--- config.mk ---
export PLATFORM = sky130hd
export DESIGN_NAME = dmem_bytelane
export DESIGN_NICKNAME = d
export VERILOG_FILES = /design/src/rtl/dmem_bytelane.sv
export SDC_FILE = /design/constraint.sdc
export NUM_CORES = 2
export LEC_CHECK = 0
export ABC_CLOCK_PERIOD_IN_PS = 6900
export CAP_MARGIN = 15
export CORE_MARGIN = 5
export CORE_UTILIZATION = 50
export DETAILED_ROUTE_END_ITERATION = 16
export PLACE_DENSITY = 0.76
export SLEW_MARGIN = 0
export SYNTH_ARGS = -nofsm -noshare
export SYNTH_HDL_FRONTEND = slang
export SYNTH_SLANG_ARGS = --single-unit
export TNS_END_PERCENT = 5
--- constraint.sdc ---
create_clock -name clk -period 6.9 [get_ports clk]
set_input_delay 1.38 -clock clk [delete_from_list [all_inputs] [get_ports clk]]
set_output_delay 1.38 -clock clk [all_outputs]
set_load 0.05 [all_outputs]
--- src/rtl/dmem_bytelane.sv ---
// dmem_bytelane: word-organised data memory with byte/halfword/word access.
//
// Loads extract a byte or halfword lane and sign- or zero-extend it. Stores
// update only the addressed lanes. Misaligned, out-of-range and reserved-size
// accesses raise fault; a faulting store writes nothing and a faulting load
// returns zero. After reset, a clear sequencer zeroes every word, one word
// per cycle, while busy is high. Accesses are ignored during the clear.
//
// Ports:
//   clk       system clock, rising edge
//   reset     asynchronous, active-high reset
//   we        store request
//   re        load request
//   size      00 byte, 01 halfword, 10 word, 11 reserved (faults)
//   sign_ext  1 = sign-extend byte/halfword loads, 0 = zero-extend
//   a         byte address
//   wd        store data (byte/halfword taken from the low bits)
//   rd        load data, extended to 32 bits
//   busy      high while the clear sequencer runs
//   fault     access error, aligned with rd
//
// Handshake: there is no valid/ready pair. A request is the level of we/re
// in a cycle where busy is low. rd/fault follow after READ_LAT cycles
// (0 = combinational, 1 = registered).
module dmem_bytelane #(
    parameter int DEPTH          = 128,
    parameter int ADDR_W         = 32,
    parameter int READ_LAT       = 1,
    parameter int CLEAR_ON_RESET = 1
) (
    input  logic              clk,
    input  logic              reset,
    input  logic              we,
    input  logic              re,
    input  logic [1:0]        size,
    input  logic              sign_ext,
    input  logic [ADDR_W-1:0] a,
    input  logic [31:0]       wd,
    output logic [31:0]       rd,
    output logic              busy,
    output logic              fault
);
    localparam int IDX_W = $clog2(DEPTH);

    typedef enum logic {
        CLEAR = 1'b0,
        READY = 1'b1
    } state_t;

    state_t           state;
    state_t           state_next;
    logic [IDX_W-1:0] cnt;
    logic [31:0]      mem [DEPTH];

    // ---------------- clear sequencer ----------------
    always_ff @(posedge clk or posedge reset) begin
        if (reset) begin
            state <= (CLEAR_ON_RESET != 0) ? CLEAR : READY;
            cnt   <= '0;
        end else begin
            state <= state_next;
            if (state == CLEAR) begin
                cnt <= cnt + 1'b1;
            end
        end
    end

    always_comb begin
        state_next = state;
        case (state)
            CLEAR:   if (cnt == IDX_W'(DEPTH - 1)) state_next = READY;
            READY:   state_next = READY;
            default: state_next = READY;
        endcase
    end

    assign busy = (state == CLEAR);

    // ---------------- address and fault check ----------------
    logic             ready;
    logic             oor;
    logic             misalign;
    logic             fault_c;
    logic [IDX_W-1:0] idx;

    assign ready = (state == READY);
    assign idx   = a[IDX_W+1:2];

    generate
        if (ADDR_W > IDX_W + 2) begin : g_range
            assign oor = |a[ADDR_W-1:IDX_W+2];
        end else begin : g_norange
            assign oor = 1'b0;
        end
    endgenerate

    always_comb begin
        misalign = 1'b0;
        case (size)
            2'b01:   misalign = a[0];
            2'b10:   misalign = |a[1:0];
            2'b11:   misalign = 1'b1;   // reserved size always faults
            default: misalign = 1'b0;
        endcase
    end

    assign fault_c = ready && (we || re) && (oor || misalign);

    // ---------------- load path (array is read before any same-edge store) ----------------
    logic [31:0] word_q;
    logic [7:0]  byte_q;
    logic [15:0] half_q;
    logic [31:0] load_val;
    logic [31:0] rd_c;

    assign word_q = mem[idx];
    assign half_q = a[1] ? word_q[31:16] : word_q[15:0];

    always_comb begin
        byte_q = word_q[7:0];
        case (a[1:0])
            2'd0: byte_q = word_q[7:0];
            2'd1: byte_q = word_q[15:8];
            2'd2: byte_q = word_q[23:16];
            2'd3: byte_q = word_q[31:24];
            default: byte_q = word_q[7:0];
        endcase
    end

    always_comb begin
        load_val = word_q;
        case (size)
            2'b00:   load_val = {{24{sign_ext & byte_q[7]}}, byte_q};
            2'b01:   load_val = {{16{sign_ext & half_q[15]}}, half_q};
            default: load_val = word_q;
        endcase
    end

    assign rd_c = (ready && re && !fault_c) ? load_val : 32'h0;

    // ---------------- store path ----------------
    logic [3:0]  be;
    logic [31:0] wd_lanes;
    logic        store_en;

    assign store_en = ready && we && !fault_c;

    always_comb begin
        be       = 4'b0000;
        wd_lanes = wd;
        case (size)
            2'b00: begin
                be       = 4'b0001 << a[1:0];
                wd_lanes = {4{wd[7:0]}};
            end
            2'b01: begin
                be       = a[1] ? 4'b1100 : 4'b0011;
                wd_lanes = {2{wd[15:0]}};
            end
            2'b10: begin
                be       = 4'b1111;
                wd_lanes = wd;
            end
            default: begin
                be       = 4'b0000;
                wd_lanes = wd;
            end
        endcase
    end

    // Array has no reset: contents survive reset unless the clear runs.
    always_ff @(posedge clk) begin
        if (state == CLEAR) begin
            mem[cnt] <= 32'h0;
        end else if (store_en) begin
            for (int i = 0; i < 4; i++) begin
                if (be[i]) mem[idx][8*i +: 8] <= wd_lanes[8*i +: 8];
            end
        end
    end

    // ---------------- output timing ----------------
    generate
        if (READ_LAT == 0) begin : g_lat0
            assign rd    = rd_c;
            assign fault = fault_c;
        end else begin : g_lat1
            logic [31:0] rd_q;
            logic        fault_q;

            always_ff @(posedge clk or posedge reset) begin
                if (reset) begin
                    rd_q    <= 32'h0;
                    fault_q <= 1'b0;
                end else begin
                    // fault_c is already zero when idle or busy, so it clears itself.
                    fault_q <= fault_c;
                    if (!ready) begin
                        rd_q <= 32'h0;
                    end else if (re) begin
                        rd_q <= rd_c;
                    end
                end
            end

            assign rd    = rd_q;
            assign fault = fault_q;
        end
    endgenerate

endmodule
==> metrics.md <==
| Metric | Value |
|---|---|
| Fmax achieved | about 190 MHz |
| TritonCTS buffer count | 378 |
| FF-to-FF Start | ready |
| PnR Total Power | roughly 49 mW |
| Horiz. Die Dim | 578 um |
| Gate Count Post-Synth | 7588 |
| Top cell type's share of synthesized area | 76.2% |
| Vias per cell | between 6 and 7 |
| Max-slew headroom at the worst pin | 11.8% |
| EDFF count, synth | 4096 |
| Status | complete, no violations |
| Crit path from | a[0] |
| CTS root buf | clkbuf_16 |
| PwrDens | 273 nW/um^2 |
| First-pass GRT wire length | 599000 um |
| Worst-margin pin slew | 1.31 ns |
| Largest net degree at the start of global routing | 129 |
| Pins over their slew limit | 0 |
| Yosys Warn Count | 0 |
| Number of global-route vias before repair | around 80000 |
| Ys flop type | edfxtp_1 |
| Final Net Count | 7950 |
| Peak supply drop | 0.211 mV |
| Reg2reg path depth | 7 |
| Worst min path class | register to register |
| Worst-path clk slew | roughly 0.070 ns |
| RR Endpoint | mem[46][11] |
| Initial DRC Count | about 12000 |
| CTS tree | yes |
| Fin crit period | just over 5 ns |
| RSZ-0062 raised after global routing | no |
| Height of the chip | 578 um |
| Setup CP Type | input port to register |
| Total GRT Usage | approximately a quarter |
| Fin Setup TNS | 0 ns |
| Clk_skew | 0.0309 ns |
| Crit-path max FO | 23 |
| Top Ports | 105 |
| Slowest CP cell | nor2_2 |
| Post-DP HPWL | about 250000 um |
| Crit. End Element | register |
| Flop2flop setup slack | 3.02 ns |
| Syn Area/Cell | 21.3 um^2 |
| Die Area | 334000 um^2 |
| DP Cell Count | 11800 |
| Tcrit/Tclk final | 75.1% |
| Drt total wl | 416000 um |
| Post-CTS Setup Inserts | 0 |
| Number of buffers added on ports | 104 |
| Antenna Violating Nets Remaining | 0 |
| Register area share after synthesis | 76.8% |
| Hold buffers post-CTS | 0 |
| Cell Area, Placed | 169000 um^2 |
| Arrival time at the worst endpoint | 5.71 ns |
| Wire per inst | 33.3 um |
| Initial Utilization | 50.2% |
| Critical path capture point | mem[46][11] |
| Deepest clock path buffer count | 4 |
| Startpoint types | input port |
| Yosys cell types | a little under 80 |
| Finished Cell Area | 181000 um^2 |
| Fill cells | approximately 22000 |
| Placer congestion estimate | 0.911 |
| Routed vias | 81900 |
| Worst Path Required | 7.43 ns |
| Cell taking the most area after synthesis | edfxtp_1 |
| Row Count | roughly 210 |
| Asr flop ratio synth | 0.991% |
| Fin. Hold Viols | 0 |
| Drt first pass iters | 8 |
| Clk sinks | between 4000 and 5000 |
| Max-Cap Viols | 0 |
| Post-synth net total | 7660 |
| Resize count post-CTS | 0 |
| Syn-to-layout area delta | 12.1% |
| Critical path, cell by cell | clkdlybuf4s50_1 -> a21oi_1 -> o211ai_1 -> nor2_1 -> nand2_1 -> nor2_2 -> nand2_1 -> o21ai_0 -> nand2_2 -> buf_4 -> nor2_1 |
| Seq cells post-synth | 4137 |
| Overflow after GRT | 0 |
| Final Non-Filler Cells | 12500 |
| Initial antenna violation count | 20 |
| Setup Viol. Count Final | 0 |
| Worst-Skew Late Latency | 0.91 ns |
| DRC viols | 0 |
| H-tree levels | 5 |
| Worst hold margin | 0.506 ns |
| CP peak stage delay | 0.72 ns |
| Layout cells sized above 1 | 24.0% |
| Leak | 46.1 nW |
| Core Footprint | 321000 um^2 |
| Largest cells by area after synthesis | edfxtp_1 (76%), mux4_2 (14%), mux2i_1 (2.2%) |
| Netlist area before placement | between 150000 and 200000 um^2 |
-- worst min path at each step --
| stage | cells after the start | endpoint | slack (ns) | start |
|---|---|---|---|---|
| final | 2 | rd[31] | 0.51 | rd[31] |
| after global placement | 2 | rd[26] | 0.48 | rd[26] |
| after floorplan | 1 | cnt[5] | 0.51 | cnt[5] |
| after CTS | 2 | rd[31] | 0.51 | rd[31] |
| after global routing | 2 | rd[26] | 0.54 | rd[26] |
| after detailed placement | 2 | rd[20] | 0.48 | rd[20] |
-- placed cells by master, fill, tap and decap left out, drive strengths merged, types with 41 or more instances in the layout --
master | netlist | layout
clkdlybuf4s50 | 0 | 96
bufinv | 0 | 41
clkbuf | 222 | 450
nor2 | 604 | 604
mux4 | 1016 | 1016
a21oi | 101 | 101
mux2i | 353 | 353
edfxtp | 4096 | 4096
a22oi | 98 | 98
dfrtp | 41 | 41
nand2 | 220 | 220
o21ai | 87 | 87
mux2 | 55 | 55
clkinv | 2 | 159
buf | 250 | 286
o22ai | 45 | 45
-- synth_stat cells (5+ instances only) --
cell type and n:
mux2_2 55, o22ai_1 45, mux4_2 1016, buf_6 33, xnor2_1 5, nor2b_1 21, mux2i_1 353, nor2_1 604
a221oi_1 28, buf_2 115, nand4_1 15, edfxtp_1 4096, o221ai_1 40, a22oi_1 98, o21ai_1 9, clkbuf_1 221
a211oi_1 28, nand2_1 220, inv_1 9, o31a_1 5, or2_2 6, a41oi_1 5, buf_1 43, a22o_1 11
and2_1 20, dfrtp_1 41, nor4_1 14, a21oi_1 101, nand3_1 40, buf_4 56, nand2b_1 20, o31ai_1 8
a2111oi_0 16, or3_1 9, nand3b_1 6, nor3_1 18, a31oi_1 10, o21ai_0 78
-- flip-flops by register name, indices dropped and copies added, names as in the netlist --
| register | flops |
|---|---|
| rd | 32 |
| cnt | 7 |
| fault | 1 |
| ready | 1 |
| mem | 4096 |
-- logic make-up after synthesis --
family / count (synthesis) / synth area share [%]
buffers and inverters: 483 / 1.52
AOI/OAI and AO/OA: 531 / 2.27
and+or+nand+nor: 1006 / 2.59
adders and majority gates: 1 / 0.00775
DFF: 4137 / 76.8
xor gates and xnor gates: 6 / 0.0326
muxes: 1424 / 16.7
-- report_power, final --
part	internal (mW)	switching, mW
clock network	11.8	9.07
registers	27.2	0
logic	0.474	0.860
total	39.5	9.93
-- worst max-delay path, delay by kind of cell --
kind,cells,cell delay [ns]
AOI/OAI and AO/OA,3,0.60
buffers and inverters,2,1.05
and+or+nand+nor,6,2.65
-- through the flow --
step / utilization, % / setup WS, ns
global placement: 52.5 / 0.857
detailed placement: 52.5 / 0.848
global route: 56.3 / 1.42
CTS: 56.3 / 1.72
floorplan: - / -0.253
finish: 56.3 / 1.72
-- cell type report --
type                       count  area (um^2)  share of cell area (%)
sequential                  4137       124000                    68.6
multi-input combinational   2968        35300                    19.5
clock buffer                 450         9960                    5.51
tap                         4305         5390                    2.98
timing repair buffer         382         3910                    2.16
clock inverter               227         2220                    1.23
inverter                      11         48.8                  0.0270
antenna                       10         25.0                  0.0138
-- per-layer routing --
metal | up-vias | track usage (%) | share of wire [%]
met5 | - | 0 | 0.024
met4 | 16 | 10.3 | 5.0
met3 | 1039 | 6.30 | 12
met2 | 6114 | 39.2 | 48
met1 | 42600 | 33.1 | 34
li1 | 32200 | - | -
Note: power is estimated with default switching activity, not from simulation.
